File: src/rtl/dma_pkg.sv
// Shared definitions for the DMA device-side bridge: FSM state encoding,
// transfer direction codes and default bus widths.
package dma_pkg;

  typedef enum logic [1:0] {
    ST_IDLE  = 2'd0,
    ST_REQ   = 2'd1,
    ST_XFER  = 2'd2,
    ST_DRAIN = 2'd3
  } dma_state_e;

  localparam logic DIR_RD = 1'b1;
  localparam logic DIR_WR = 1'b0;

  localparam int ADD_LEN_DEF  = 16;
  localparam int DATA_LEN_DEF = 16;

endpackage

File: src/rtl/dma_elastic_buf.sv
// Small synchronous FIFO with occupancy count and flush. A push into a full
// buffer is accepted only when a pop frees the head in the same cycle.
module dma_elastic_buf
  import dma_pkg::*;
#(
  parameter int DATA_LEN  = DATA_LEN_DEF,
  parameter int BUF_DEPTH = 2
) (
  input  logic                clk,
  input  logic                reset,
  input  logic                flush,
  input  logic                push,
  input  logic                pop,
  input  logic [DATA_LEN-1:0] wdata,
  output logic [DATA_LEN-1:0] rdata,
  output logic [BUF_DEPTH:0]  count,
  output logic                full,
  output logic                empty
);

  localparam int ENTRIES = 1 << BUF_DEPTH;
  localparam int CNT_W   = BUF_DEPTH + 1;

  logic [DATA_LEN-1:0]  mem_q [ENTRIES];
  logic [BUF_DEPTH-1:0] wr_ptr_q, wr_ptr_d, rd_ptr_q, rd_ptr_d;
  logic [CNT_W-1:0]     count_q, count_d;
  logic                 push_ok, pop_ok;

  assign empty   = (count_q == CNT_W'(0));
  assign full    = (count_q == CNT_W'(ENTRIES));
  assign count   = count_q;
  assign rdata   = mem_q[rd_ptr_q];
  assign pop_ok  = pop && !empty;
  assign push_ok = push && (!full || pop_ok);

  always_comb begin
    wr_ptr_d = wr_ptr_q;
    rd_ptr_d = rd_ptr_q;
    count_d  = count_q;
    if (flush) begin
      wr_ptr_d = BUF_DEPTH'(0);
      rd_ptr_d = BUF_DEPTH'(0);
      count_d  = CNT_W'(0);
    end else begin
      // pointers wrap naturally modulo the entry count
      if (push_ok) wr_ptr_d = wr_ptr_q + BUF_DEPTH'(1);
      else         wr_ptr_d = wr_ptr_q;
      if (pop_ok)  rd_ptr_d = rd_ptr_q + BUF_DEPTH'(1);
      else         rd_ptr_d = rd_ptr_q;
      case ({push_ok, pop_ok})
        2'b10:   count_d = count_q + CNT_W'(1);
        2'b01:   count_d = count_q - CNT_W'(1);
        default: count_d = count_q;
      endcase
    end
  end

  always_ff @(posedge clk) begin
    if (reset) begin
      wr_ptr_q <= BUF_DEPTH'(0);
      rd_ptr_q <= BUF_DEPTH'(0);
      count_q  <= CNT_W'(0);
    end else begin
      wr_ptr_q <= wr_ptr_d;
      rd_ptr_q <= rd_ptr_d;
      count_q  <= count_d;
    end
  end

  always_ff @(posedge clk) begin
    if (push_ok && !flush) mem_q[wr_ptr_q] <= wdata;
  end

endmodule

File: src/rtl/dma_dev_bridge.sv
// Device-side front end of the DMA controller: turns a command plus valid/ready
// streams into rqst/dev_ack signalling. Define DMA_DEV_TIMEOUT_EN for a watchdog abort.
module dma_dev_bridge
  import dma_pkg::*;
#(
  parameter int ADD_LEN     = ADD_LEN_DEF,
  parameter int DATA_LEN    = DATA_LEN_DEF,
  parameter int BUF_DEPTH   = 2,
  parameter int TIMEOUT_LEN = 16
) (
  input  logic                clk,
  input  logic                reset,
  input  logic                cmd_valid,
  output logic                cmd_ready,
  input  logic [ADD_LEN-1:0]  cmd_words,
  input  logic [ADD_LEN:0]    cmd_addr,
  input  logic                cmd_rd,
  input  logic                src_valid,
  output logic                src_ready,
  input  logic [DATA_LEN-1:0] src_data,
  output logic                snk_valid,
  input  logic                snk_ready,
  output logic [DATA_LEN-1:0] snk_data,
  output logic                rqst,
  output logic [ADD_LEN-1:0]  num_words,
  output logic [ADD_LEN:0]    start_addr,
  output logic                rd_wr,
  output logic                dev_ack,
  output logic [DATA_LEN-1:0] dev_in,
  input  logic                dma_ack,
  input  logic [DATA_LEN-1:0] dev_out,
  input  logic                end_flag,
  input  logic                error_flag,
  output logic                busy,
  output logic                done,
  output logic                err,
  output logic [ADD_LEN-1:0]  words_done
);

  localparam int ENTRIES = 1 << BUF_DEPTH;
  localparam int CNT_W   = BUF_DEPTH + 1;

  dma_state_e          state_q, state_d;
  logic [ADD_LEN-1:0]  num_words_q, num_words_d, words_done_q, words_done_d;
  logic [ADD_LEN-1:0]  acc_cnt_q, acc_cnt_d;
  logic [ADD_LEN:0]    start_addr_q, start_addr_d;
  logic                rd_wr_q, rd_wr_d, fault_q, fault_d;
  logic                cmd_ready_q, cmd_ready_d, rqst_q, rqst_d, busy_q, busy_d;
  logic                done_q, done_d, err_q, err_d;
  logic                go_idle_s, fail_s, in_xfer_s, wr_active_s, ack_s;
  logic                src_hs_s, snk_hs_s, underflow_s, overflow_s;
  logic                buf_push_s, buf_pop_s, buf_flush_s, buf_full_s, buf_empty_s;
  logic [CNT_W-1:0]    buf_count_s;
  logic [ADD_LEN-1:0]  remaining_s;
  logic [DATA_LEN-1:0] buf_wdata_s, buf_rdata_s;

`ifdef DMA_DEV_TIMEOUT_EN
  logic [TIMEOUT_LEN-1:0] wdog_q, wdog_d;
`else
  logic [TIMEOUT_LEN-1:0] unused_timeout_s;
  assign unused_timeout_s = {TIMEOUT_LEN{1'b0}};
`endif

  assign in_xfer_s   = (state_q == ST_XFER);
  assign wr_active_s = (rd_wr_q == DIR_WR) && ((state_q == ST_REQ) || in_xfer_s);
  assign ack_s       = in_xfer_s && dma_ack;
  assign remaining_s = num_words_q - words_done_q;
  assign src_ready   = wr_active_s && !buf_full_s && (acc_cnt_q < num_words_q);
  assign src_hs_s    = src_valid && src_ready;
  assign snk_valid   = (rd_wr_q == DIR_RD) && !buf_empty_s;
  assign snk_hs_s    = snk_valid && snk_ready;
  assign snk_data    = buf_rdata_s;
  assign dev_in      = buf_rdata_s;
  assign underflow_s = ack_s && (rd_wr_q == DIR_WR) && buf_empty_s;
  assign overflow_s  = ack_s && (rd_wr_q == DIR_RD) && buf_full_s && !snk_hs_s;

  always_comb begin
    if (rd_wr_q == DIR_RD) begin
      buf_push_s  = ack_s;
      buf_pop_s   = snk_hs_s;
      buf_wdata_s = dev_out;
    end else begin
      buf_push_s  = src_hs_s;
      buf_pop_s   = ack_s;
      buf_wdata_s = src_data;
    end
  end

  // write side offers data once two words are queued or the tail of the transfer is fully queued
  always_comb begin
    if (!in_xfer_s) begin
      dev_ack = 1'b0;
    end else if (rd_wr_q == DIR_RD) begin
      dev_ack = (buf_count_s <= CNT_W'(ENTRIES - 2));
    end else begin
      dev_ack = (buf_count_s >= CNT_W'(2)) ||
                (!buf_empty_s && (ADD_LEN'(buf_count_s) >= remaining_s));
    end
  end

  always_comb begin
    state_d      = state_q;
    num_words_d  = num_words_q;
    start_addr_d = start_addr_q;
    rd_wr_d      = rd_wr_q;
    fault_d      = fault_q || underflow_s || overflow_s;
    go_idle_s    = 1'b0;
    fail_s       = 1'b0;
    buf_flush_s  = 1'b0;
    if (src_hs_s) acc_cnt_d = acc_cnt_q + ADD_LEN'(1);
    else          acc_cnt_d = acc_cnt_q;
    if (ack_s)    words_done_d = words_done_q + ADD_LEN'(1);
    else          words_done_d = words_done_q;
    case (state_q)
      ST_IDLE: begin
        if (cmd_valid) begin
          num_words_d  = cmd_words;
          start_addr_d = cmd_addr;
          rd_wr_d      = cmd_rd;
          words_done_d = {ADD_LEN{1'b0}};
          acc_cnt_d    = {ADD_LEN{1'b0}};
          fault_d      = 1'b0;
          buf_flush_s  = 1'b1;
          state_d      = ST_REQ;
        end else begin
          state_d = ST_IDLE;
        end
      end
      ST_REQ: state_d = ST_XFER;
      ST_XFER: begin
        if (error_flag) begin
          fault_d = 1'b1;
          if (rd_wr_q == DIR_RD) begin
            state_d = ST_DRAIN;
          end else begin
            go_idle_s = 1'b1;
            fail_s    = 1'b1;
          end
        end else if (end_flag) begin
          if (rd_wr_q == DIR_RD) begin
            state_d = ST_DRAIN;
          end else begin
            go_idle_s = 1'b1;
            fail_s    = fault_q || underflow_s;
          end
        end else begin
          state_d = ST_XFER;
        end
      end
      ST_DRAIN: begin
        if (buf_empty_s) begin
          go_idle_s = 1'b1;
          fail_s    = fault_q;
        end else begin
          state_d = ST_DRAIN;
        end
      end
      default: begin
        go_idle_s = 1'b1;
        fail_s    = 1'b1;
      end
    endcase
`ifdef DMA_DEV_TIMEOUT_EN
    wdog_d = {TIMEOUT_LEN{1'b0}};
    if ((state_q == ST_REQ) || in_xfer_s) begin
      if (wdog_q == {TIMEOUT_LEN{1'b1}}) begin
        go_idle_s = 1'b1;
        fail_s    = 1'b1;
      end else if (ack_s) begin
        wdog_d = {TIMEOUT_LEN{1'b0}};
      end else begin
        wdog_d = wdog_q + TIMEOUT_LEN'(1);
      end
    end else begin
      wdog_d = {TIMEOUT_LEN{1'b0}};
    end
`endif
    // leaving a transfer clears the request fields and discards any leftover words
    if (go_idle_s) begin
      state_d      = ST_IDLE;
      num_words_d  = {ADD_LEN{1'b0}};
      start_addr_d = {(ADD_LEN + 1){1'b0}};
      rd_wr_d      = DIR_WR;
      buf_flush_s  = 1'b1;
    end else begin
      buf_flush_s  = buf_flush_s;
    end
    cmd_ready_d = (state_d == ST_IDLE);
    rqst_d      = (state_d == ST_REQ);
    busy_d      = (state_d != ST_IDLE);
    done_d      = go_idle_s && !fail_s;
    err_d       = go_idle_s && fail_s;
  end

  always_ff @(posedge clk) begin
    if (reset) begin
      state_q      <= ST_IDLE;
      num_words_q  <= {ADD_LEN{1'b0}};
      start_addr_q <= {(ADD_LEN + 1){1'b0}};
      rd_wr_q      <= DIR_WR;
      words_done_q <= {ADD_LEN{1'b0}};
      acc_cnt_q    <= {ADD_LEN{1'b0}};
      fault_q      <= 1'b0;
      cmd_ready_q  <= 1'b1;
      rqst_q       <= 1'b0;
      busy_q       <= 1'b0;
      done_q       <= 1'b0;
      err_q        <= 1'b0;
    end else begin
      state_q      <= state_d;
      num_words_q  <= num_words_d;
      start_addr_q <= start_addr_d;
      rd_wr_q      <= rd_wr_d;
      words_done_q <= words_done_d;
      acc_cnt_q    <= acc_cnt_d;
      fault_q      <= fault_d;
      cmd_ready_q  <= cmd_ready_d;
      rqst_q       <= rqst_d;
      busy_q       <= busy_d;
      done_q       <= done_d;
      err_q        <= err_d;
    end
  end

`ifdef DMA_DEV_TIMEOUT_EN
  always_ff @(posedge clk) begin
    if (reset) wdog_q <= {TIMEOUT_LEN{1'b0}};
    else       wdog_q <= wdog_d;
  end
`endif

  assign cmd_ready  = cmd_ready_q;
  assign rqst       = rqst_q;
  assign busy       = busy_q;
  assign done       = done_q;
  assign err        = err_q;
  assign num_words  = num_words_q;
  assign start_addr = start_addr_q;
  assign rd_wr      = rd_wr_q;
  assign words_done = words_done_q;

  dma_elastic_buf #(
    .DATA_LEN  (DATA_LEN),
    .BUF_DEPTH (BUF_DEPTH)
  ) u_buf (
    .clk   (clk),
    .reset (reset),
    .flush (buf_flush_s),
    .push  (buf_push_s),
    .pop   (buf_pop_s),
    .wdata (buf_wdata_s),
    .rdata (buf_rdata_s),
    .count (buf_count_s),
    .full  (buf_full_s),
    .empty (buf_empty_s)
  );

endmodule

File: config.mk
export PLATFORM = sky130hd
export DESIGN_NAME = dma_dev_bridge
export DESIGN_NICKNAME = d
export VERILOG_FILES = /design/src/rtl/dma_pkg.sv /design/src/rtl/dma_elastic_buf.sv /design/src/rtl/dma_dev_bridge.sv
export SDC_FILE = /design/constraint.sdc
export NUM_CORES = 1
export LEC_CHECK = 0
export ABC_AREA = 1
export CORE_MARGIN = 4
export CORE_UTILIZATION = 45
export DETAILED_ROUTE_END_ITERATION = 8
export PLACE_DENSITY = 0.7
export SYNTH_ARGS = -nofsm -noshare
export SYNTH_HDL_FRONTEND = slang
export SYNTH_SLANG_ARGS = --single-unit
File: constraint.sdc
create_clock -name clk -period 6.2 [get_ports clk]
set_clock_uncertainty 0.2 [all_clocks]
set_input_delay 0.62 -clock clk [delete_from_list [all_inputs] [get_ports clk]]
set_output_delay 0.62 -clock clk [all_outputs]
set_load 0.03 [all_outputs]
==> results of run 1 <==
## cell type report
class                           instances  share of cell area
Tap cell                              220             0.02747
Timing Repair Buffer                  169              0.1673
Clock buffer                           23             0.04795
Clock inverter                          9            0.007118
Multi-Input combinational cell        676              0.3479
Inverter                              119             0.04458
Sequential cell                       147              0.3576
## synthesized netlist by cell type
cell type	n	area, µm²
nor3b_1	1	7.510
dfxtp_1	83	1662
nor4_1	1	6.260
nand3_1	24	120.1
nand4_1	11	68.82
buf_2	7	35.03
o21bai_1	1	7.510
xnor2_1	3	26.28
nor3_4	4	65.06
nor3_1	13	65.06
buf_4	16	120.1
nand2_1	268	1006
and3_1	1	6.260
o22ai_1	16	100.1
nand3b_1	5	37.54
a31oi_1	1	6.260
nand3_2	2	20.02
edfxtp_1	64	1922
fa_1	2	40.04
nor2_1	118	442.9
a21oi_1	70	350.3
or2_0	1	6.260
clkinv_1	2	7.510
ha_1	45	563.0
a211oi_1	1	7.510
o21ai_0	60	300.3
and2_1	1	6.260
nand2_4	1	11.26
nand2_2	3	18.77
inv_1	113	424.2
o21a_1	2	15.01
inv_2	4	15.01
nor2_2	3	18.77
clkbuf_1	19	71.32
xor2_1	18	157.7
## worst max-delay path: cells and delay by family (launching register included)
kind            cells  cell delay [ns]
compound gates      2             0.29
fa+ha+maj           3             0.90
buf+inv             4             0.89
flops               1             0.34
simple gates        8             0.56
## power groups by stage
stage	registers (W)	clock network [W]	logic, W
floorplan	0.00115	0	0.000341
global placement	0.00111	0	0.000580
detailed placement	0.00111	0	0.000586
CTS	0.00109	0.000969	0.000590
global route	0.00110	0.00101	0.000658
finish	0.00109	0.000953	0.000588
## per-layer routing
| layer | share of wire | vias up | global-route usage | wire [µm] |
|---|---|---|---|---|
| li1 | - | 3474 | - | - |
| met1 | 0.47 | 3098 | 0.2894 | 9621 |
| met2 | 0.46 | 229 | 0.3462 | 9477 |
| met3 | 0.059 | 22 | 0.04724 | 1224 |
| met4 | 0.015 | 0 | 0.05819 | 317 |
| met5 | 0 | - | 0 | 0 |
## worst min-delay path by stage
stage | startpoint | endpoint | slack [ns]
global placement | start_addr[10]$_SDFFE_PP0P_ | start_addr[10]$_SDFFE_PP0P_ | 0.25
finish | start_addr[8]$_SDFFE_PP0P_ | start_addr[8]$_SDFFE_PP0P_ | 0.26
floorplan | acc_cnt_q[15]$_SDFF_PP0_ | acc_cnt_q[15]$_SDFF_PP0_ | 0.26
global route | start_addr[8]$_SDFFE_PP0P_ | start_addr[8]$_SDFFE_PP0P_ | 0.28
CTS | start_addr[8]$_SDFFE_PP0P_ | start_addr[8]$_SDFFE_PP0P_ | 0.26
detailed placement | start_addr[8]$_SDFFE_PP0P_ | start_addr[8]$_SDFFE_PP0P_ | 0.25
## through the flow
step                instances  hold WS [ns]  power (W)    util
floorplan                 984        0.2623   0.001487       -
global placement         1331        0.2483   0.001694  0.5669
detailed placement       1331        0.2537   0.001700  0.5669
CTS                      1363        0.2631   0.002654  0.5999
global route             1363        0.2795   0.002770  0.5999
finish                   1363        0.2595   0.002635  0.5999
## sequential cells by signal, indices dropped and copies added (netlist names), named ones only
signal,count
cmd_ready,1
u_buf.wr_ptr_q,2
num_words,16
err,1
rd_wr,1
busy,1
u_buf.mem_q,64
u_buf.rd_ptr_q,2
state_q,2
acc_cnt_q,16
rqst,1
u_buf.count,3
fault_q,1
start_addr,17
words_done,16
done,1
## cells by family (layout without fill, tap and decap cells)
kind of cell             Yosys count  count (layout)  synth area share
buffers and inverters            161             320           0.08700
XOR/XNOR                          21              21           0.02377
AO/OA/AOI/OAI                    151             151            0.1017
flip-flops                       147             147            0.4631
AND/OR/NAND/NOR                  457             457            0.2464
adder cells (fa/ha/maj)           47              47           0.07794
==> flow_metrics.py, run 1 <==
metrics = {
    "clock_network": {
        "holdBufCountCts": 0,
        "clock_latency_ns": 0.42,
        "clk_pin_slew_worst_paths_ns": 0.06,
        "cts_root_buf": "clkbuf_16",
        "cts_buffers": 17,
        "cts_tree": "built",
        "cts_resized": 0,
        "h-tree-depth": 4,
        "clock_path_buffers": 2,
        "cts_setup_buffers": 0,
        "clock_sinks": 147,
    },
    "setup_path": {
        "worst_setup_path_start_kind": "flop",
        "critPathMaxFanout": 4,
        "r2r_end": "u_buf.mem_q[0][7]$_DFFE_PP_",
        "worstPathArrival_ns": 3.39,
        "cp_slowest_cell": "clkdlybuf4s50_1",
        "r2r_setup_slack_ns": 2.33,
        "max_stage_delay_ns": 0.71,
        "cp_cell_sequence": "inv_1, ha_1, inv_1, fa_1, inv_1, ha_1, o21ai_0, nand2_1, nand2_1, nand2_1, nand2_1, nor2_1, nand4_1, nor2_1, nand3_1, a21oi_1, clkdlybuf4s50_1",
        "critPathLaunch": "num_words[0]$_SDFFE_PP0P_",
        "timing.rr.start": "rd_wr$_SDFFE_PP0P_",
        "crit_path_end_kind": "output port",
        "crit_top_cell": "nand2_1",
        "crit_type": "reg -> out",
        "crit_required_ns": 5.38,
        "worstSetupEndpoint": "dev_ack",
        "ff2ff_path_depth": 7,
    },
    "cells_and_area": {
        "insertedDiodeCount": 0,
        "final_net_count": 1251,
        "syn2layout_area_growth_pct": 29.50,
        "layout_common_cells": "nand2_1, clkdlybuf4s50_1, nor2_1",
        "register_area_um2": 3583,
        "drive_gt1_frac": 0.04899,
        "fillers": 1493,
        "multi_input_comb_area_um2": 3486,
        "final_common_cell": "nand2_1",
        "final_cell_area_um2": 10020,
    },
    "power_and_ir_drop": {
        "power_frac_seq": 0.415,
        "swShare": 0.3034,
        "pwr-share-comb": 0.223,
        "p_sw_w": 0.0007995,
        "p_int_w": 0.001836,
        "irDropWorstVdd_mv": 0.2133,
        "power-per-cell-area_nw_per_um2": 263.0,
        "p_leak_nw": 4.081,
        "pwr-share-clk": 0.362,
    },
    "routing": {
        "vias_per_cell": 5.006,
        "wl_per_cell_um": 15.14,
        "wirelength_um": 20640,
        "vias": 6823,
        "drtIter0Drc": 432,
        "first_pass_iters": 5,
        "ant_nets": 0,
        "post-route-drc-count": 0,
    },
    "sta": {
        "setup_viol": 0,
        "setup_tns_ns": 0,
        "tightestPinTransition_ns": 1.053,
        "hold_viol_final": 0,
        "slew_headroom": 0.2970,
        "slew_viol_final": 0,
        "fin_crit_sh": 0.6791,
        "rsz0062_at_grt": "false",
        "period_needed_ns": 4.211,
        "max_freq_mhz": 237.5,
        "layout_setup_ws_ns": 1.989,
    },
    "floorplanning": {
        "ios": 164,
        "die_area_um2": 19360,
        "die_h_um": 139.1,
        "num_rows": 47,
        "core_um2": 16700,
        "start_util": 0.4633,
        "die_w_um": 139.1,
    },
    "global_route": {
        "antenna_found_initial": 0,
        "track_usage": 0.2133,
        "grt_pass1_vias": 6486,
        "overflow": 0,
        "grt_max_degree": 39,
        "grt_first_pass_wirelength_um": 33600,
    },
    "logic_synthesis": {
        "ys_seq_elements": 147,
        "yosysUniqueCellTypes": 35,
        "netlist_area_um2": 7737,
        "avgSynthCellArea_um2": 7.863,
        "ys_warn_count": 0,
        "synthesis.nets": 1105,
        "syn_inst": 984,
        "ys_seq_area_frac": 0.4631,
    },
    "placement": {
        "dpl_worst_slack_ns": 2.308,
        "place_area_um2": 9468,
        "routabilityCongestion": 0.9161,
        "io_buffers": 163,
        "hpwlAfterDp_um": 14810,
    },
    "flow_run": {
        "cap_violations": 0,
    },
    "min_path": {
        "hp-class": "reg -> reg",
        "holdPathStages": 2,
    },
    "run_status": {
        "outcome": "complete, no violations",
    },
}
Note: power is estimated with default switching activity, not from simulation.
==> run 2: changes to the inputs <==
- PLACE_DENSITY: 0.7 -> 0.73
- clock period: 6.2 -> 3.8 ns (I/O delays scaled with it)
==> run 2 against run 1 <==
Against the previous run: critical path depth down 1; combinational power increased by 66%; hold slack got worse by 0.0019 ns; worst setup slack got worse by 1.7 ns; wire length shrank 3.4%; first-iteration DRC count is 12% lower; register-to-register slack got worse by 1.7 ns; final cell count grew 0.81%.
==> flow_metrics.py, run 2 (synthesized netlist as in run 1, its figures left out) <==
metrics = {
    "sta": {
        "setup_tns_ns": 0,
        "rsz0062_at_grt": "false",
        "slew_headroom": 0.5885,
        "fin_crit_sh": 0.9252,
        "setup_viol": 0,
        "hold_viol_final": 0,
        "layout_setup_ws_ns": 0.2843,
        "tightestPinTransition_ns": 0.6158,
        "slew_viol_final": 0,
        "fin_hold_ws_ns": 0.2576,
        "max_freq_mhz": 284.4,
        "period_needed_ns": 3.516,
    },
    "setup_path": {
        "r2r_end": "u_buf.count[2]$_SDFFE_PP0P_",
        "crit_type": "reg -> out",
        "crit_required_ns": 3.22,
        "worstPathArrival_ns": 2.94,
        "cp_slowest_cell": "fa_1",
        "crit_path_end_kind": "output port",
        "timing.rr.start": "num_words[15]$_SDFFE_PP0P_",
        "ff2ff_path_depth": 15,
        "cp_cell_sequence": "ha_1, inv_1, fa_1, inv_1, ha_1, o21ai_0, nand2_1, nand2_1, nand2_1, nand2_1, nor2_1, nand4_1, nor2_1, nand3_1, a21oi_1, clkbuf_2",
        "r2r_setup_slack_ns": 0.68,
        "max_stage_delay_ns": 0.47,
        "crit_top_cell": "nand2_1",
        "worst_setup_path_start_kind": "flop",
        "critPathMaxFanout": 5,
    },
    "routing": {
        "vias_per_cell": 4.951,
        "drtIter0Drc": 380,
        "ant_nets": 0,
        "wirelength_um": 19940,
        "wl_met1_um": 8798,
        "vias": 6802,
        "wl_met3_um": 1081,
        "post-route-drc-count": 0,
        "first_pass_iters": 5,
        "wl_per_cell_um": 14.51,
        "top_layer_used": "met4",
        "wl_met2_um": 9572,
    },
    "cells_and_area": {
        "final_cell_area_um2": 10130,
        "layout_common_cells": "nand2_1, clkdlybuf4s50_1, nor2_1",
        "final_net_count": 1262,
        "syn2layout_area_growth_pct": 30.98,
        "fin_cells": 1374,
        "largest_reg_flops": 64,
        "drive_gt1_frac": 0.05633,
        "insertedDiodeCount": 0,
        "final_common_cell": "nand2_1",
        "regMostFlops": "u_buf.mem_q",
    },
    "floorplanning": {
        "ios": 164,
        "die_h_um": 139.1,
        "die_w_um": 139.1,
        "num_rows": 47,
        "core_um2": 16700,
        "die_area_um2": 19360,
        "start_util": 0.4633,
    },
    "clock_network": {
        "h-tree-depth": 4,
        "holdBufCountCts": 0,
        "cts_tree": "built",
        "clk_pin_slew_worst_paths_ns": 0.06,
        "cts_root_buf": "clkbuf_16",
        "clock_sinks": 147,
        "cts_buffers": 17,
        "clock_path_buffers": 2,
        "clock_latency_ns": 0.42,
    },
    "min_path": {
        "holdPathStages": 2,
        "hp-class": "reg -> reg",
        "min_from": "start_addr[13]$_SDFFE_PP0P_",
        "hold_end": "start_addr[13]$_SDFFE_PP0P_",
    },
    "placement": {
        "dpl_worst_slack_ns": 0.2934,
        "io_buffers": 163,
        "routabilityCongestion": 0.8917,
        "placed_cells": 1342,
        "hpwlAfterDp_um": 14710,
        "place_area_um2": 9545,
    },
    "power_and_ir_drop": {
        "p_leak_nw": 4.156,
        "irDropWorstVdd_mv": 0.2722,
        "power-per-cell-area_nw_per_um2": 437.3,
    },
    "global_route": {
        "antenna_found_initial": 0,
        "overflow": 0,
        "grt_max_degree": 35,
        "track_usage": 0.2064,
        "grt_pass1_vias": 6512,
        "grt_first_pass_wirelength_um": 32120,
    },
    "run_status": {
        "outcome": "complete, no violations",
    },
    "flow_run": {
        "cap_violations": 0,
    },
}
==> run 2: changes by cell type in the layout (fill, tap and decap cells not counted), sizes merged <==
cell / before / now
clkbuf: 23 / 18
bufinv: 0 / 2
clkinvlp: 1 / 0
clkinv: 6 / 8
clkdlybuf4s50: 163 / 162
buf: 6 / 17
inv: 121 / 124
==> run 2: through the flow <==
stage / utilization / total power [W]
CTS: 0.6071 / 0.004475
detailed placement: 0.5715 / 0.002779
finish: 0.6068 / 0.004432
floorplan: - / 0.002426
global placement: 0.5715 / 0.002767
global route: 0.6068 / 0.004658
==> run 2: worst max-delay path by stage <==
stage	slack (ns)	end	startpoint	cells past startpoint
3_5_place_dp	0.29	dev_ack	words_done[0]$_SDFF_PP0_	16
3_3_place_gp	0.39	dev_ack	words_done[0]$_SDFF_PP0_	16
4_1_cts	0.12	dev_ack	words_done[0]$_SDFF_PP0_	16
2_1_floorplan	0.65	dev_ack	words_done[0]$_SDFF_PP0_	15
5_1_grt	0.04	dev_ack	words_done[0]$_SDFF_PP0_	16
6_report	0.28	dev_ack	words_done[0]$_SDFF_PP0_	16
==> run 2: layer usage <==
| metal | track usage | vias up |
|---|---|---|
| met4 | 0.07621 | 0 |
| met1 | 0.2578 | 3070 |
| met5 | 0 | - |
| met3 | 0.04000 | 39 |
| li1 | - | 3494 |
| met2 | 0.3554 | 199 |
==> run 2: timing repair <==
action	4_1_cts	5_1_grt
resized for setup	1	2
setup endpoints to repair	1	1
setup buffers	0	0
==> run 2: cell type report <==
cell class                 count  area (µm²)
multi-input combinational    676        3481
clock inverter                15       168.9
tap                          220       275.3
inverter                     119       446.7
fill                        1520        6566
sequential                   147        3583
timing repair buffer         180        1754
clock buffer                  17       425.4
==> run 2: worst max-delay path, delay by kind of cell (launching register included) <==
family                   cells  cell delay (ns)
AND/OR/NAND/NOR              8             0.57
adder cells (fa/ha/maj)      3             0.91
AO/OA/AOI/OAI                2             0.30
buffers and inverters        3             0.34
flip-flops                   1             0.41
==> run 2: power breakdown <==
| group | total, W | leakage [nW] | switching [W] | internal (W) |
|---|---|---|---|---|
| clock network | 0.00168 | 0.292 | 0.000698 | 0.000985 |
| logic | 0.000974 | 2.61 | 0.000596 | 0.000378 |
| registers | 0.00177 | 1.25 | 0.0000499 | 0.00172 |
==> run 3: changes to the inputs <==
- MAX_ROUTING_LAYER: unset -> met4
==> run 3 against run 2 <==
Against the previous run: final area about the same; largest cell class unchanged; critical path type unchanged; final cell count unchanged; hold slack better by 0.0030 ns; wire length up 0.36%; fmax up 2.6%; total power decreased by 0.41%; combinational power is 0.5% higher; worst setup slack gained 0.089 ns.
==> flow_metrics.py, run 3 (synthesized netlist as in run 1, its figures left out) <==
metrics = {
    "setup_path": {
        "crit_path_end_kind": "output port",
        "worstPathArrival_ns": 2.85,
        "crit_required_ns": 3.22,
        "worst_setup_path_start_kind": "flop",
        "critPathMaxFanout": 5,
        "crit_type": "reg -> out",
    },
    "global_route": {
        "grt_max_degree": 36,
        "track_usage": 0.2136,
        "grt_first_pass_wirelength_um": 32370,
        "antenna_found_initial": 0,
        "overflow": 0,
        "grt_pass1_vias": 6484,
    },
    "cells_and_area": {
        "layout_common_cells": "nand2_1, clkdlybuf4s50_1, nor2_1",
        "regMostFlops": "u_buf.mem_q",
        "syn2layout_area_growth_pct": 31.05,
        "insertedDiodeCount": 0,
        "largest_reg_flops": 64,
        "multi_input_comb_area_um2": 3481,
        "fin_cells": 1374,
        "fillers": 1491,
        "drive_gt1_frac": 0.05806,
        "final_common_cell": "nand2_1",
        "final_net_count": 1262,
        "final_cell_area_um2": 10140,
        "register_area_um2": 3583,
    },
    "sta": {
        "max_freq_mhz": 291.8,
        "period_needed_ns": 3.427,
        "slew_viol_final": 0,
        "slew_headroom": 0.5783,
        "layout_setup_ws_ns": 0.3730,
        "hold_viol_final": 0,
        "setup_viol": 0,
        "rsz0062_at_grt": "false",
        "tightestPinTransition_ns": 0.6311,
        "setup_tns_ns": 0,
        "fin_crit_sh": 0.9019,
    },
    "clock_network": {
        "cts_root_buf": "clkbuf_16",
        "clock_latency_ns": 0.42,
        "clock_path_buffers": 2,
        "h-tree-depth": 4,
        "cts_tree": "built",
        "cts_setup_buffers": 0,
        "cts_buffers": 17,
        "clk_pin_slew_worst_paths_ns": 0.07,
        "clock_sinks": 147,
        "holdBufCountCts": 0,
    },
    "power_and_ir_drop": {
        "irDropWorstVdd_mv": 0.3334,
        "p_leak_nw": 4.159,
        "power-per-cell-area_nw_per_um2": 435.3,
    },
    "routing": {
        "wl_per_cell_um": 14.57,
        "drtIter0Drc": 392,
        "vias_per_cell": 4.964,
        "vias": 6820,
        "ant_nets": 0,
        "wirelength_um": 20010,
        "post-route-drc-count": 0,
        "first_pass_iters": 5,
    },
    "floorplanning": {
        "die_h_um": 139.1,
        "num_rows": 47,
        "ios": 164,
        "core_um2": 16700,
        "die_w_um": 139.1,
        "start_util": 0.4633,
        "die_area_um2": 19360,
    },
    "placement": {
        "dpl_worst_slack_ns": 0.3263,
        "place_area_um2": 9545,
        "io_buffers": 163,
        "routabilityCongestion": 0.8972,
        "hpwlAfterDp_um": 14630,
        "placed_cells": 1342,
    },
    "flow_run": {
        "cap_violations": 0,
    },
    "min_path": {
        "hp-class": "reg -> reg",
    },
    "run_status": {
        "outcome": "complete, no violations",
    },
}
==> run 3: critical path: stages (launching register included) <==
cell	delay, ns
dfxtp_1	0.39
ha_1	0.16
inv_1	0.04
fa_1	0.47
inv_1	0.04
ha_1	0.25
o21ai_0	0.07
nand2_1	0.06
nand2_1	0.05
nand2_1	0.05
nand2_1	0.05
nor2_1	0.09
nand4_1	0.08
nor2_1	0.09
nand3_1	0.08
a21oi_1	0.20
clkbuf_2	0.25
==> run 3: stage by stage <==
| step | power (W) | utilization | hold WS [ns] |
|---|---|---|---|
| after floorplan | 0.002426 | - | 0.2515 |
| after detailed placement | 0.002780 | 0.5715 | 0.2546 |
| final | 0.004414 | 0.6071 | 0.2606 |
| after CTS | 0.004450 | 0.6074 | 0.2653 |
| after global placement | 0.002769 | 0.5715 | 0.2475 |
| after global routing | 0.004638 | 0.6071 | 0.2774 |
==> run 3: timing repair <==
item / 4_1_cts / 5_1_grt
hold endpoints to repair: 0 / 0
resized for setup: 1 / 2
setup endpoints to repair: 1 / 1
cloned: 0 / 0
==> run 3: power breakdown <==
group          switching, W  total, W  internal, W
clock network      0.000768   0.00166     0.000892
registers         0.0000504   0.00177      0.00172
logic              0.000600  0.000979     0.000379
==> run 3: layer usage <==
layer  GRT usage  wire [µm]
met1      0.2631       8954
met2      0.3485       9502
met3     0.04793       1092
met4     0.07261        465
met5           -          0
==> run 3: path summary, 6_finish.rpt <==
kind,from,endpoint,slack [ns],depth (start not counted)
setup / recovery,words_done[0]$_SDFF_PP0_,dev_ack,0.37,16
hold reg to reg,start_addr[3]$_SDFFE_PP0P_,start_addr[3]$_SDFFE_PP0P_,0.26,2
hold / removal,start_addr[3]$_SDFFE_PP0P_,start_addr[3]$_SDFFE_PP0P_,0.26,2
setup reg to reg,num_words[13]$_SDFFE_PP0P_,u_buf.count[2]$_SDFFE_PP0P_,0.65,15
==> run 3: final cells by class <==
| type | count | share of cell area |
|---|---|---|
| repair buffers | 180 | 0.1730 |
| well taps | 220 | 0.02715 |
| flip-flops and latches | 147 | 0.3534 |
| clock buffers | 17 | 0.04195 |
| inverters | 119 | 0.04405 |
| multi-input cells | 676 | 0.3433 |
| clock inverters | 15 | 0.01715 |
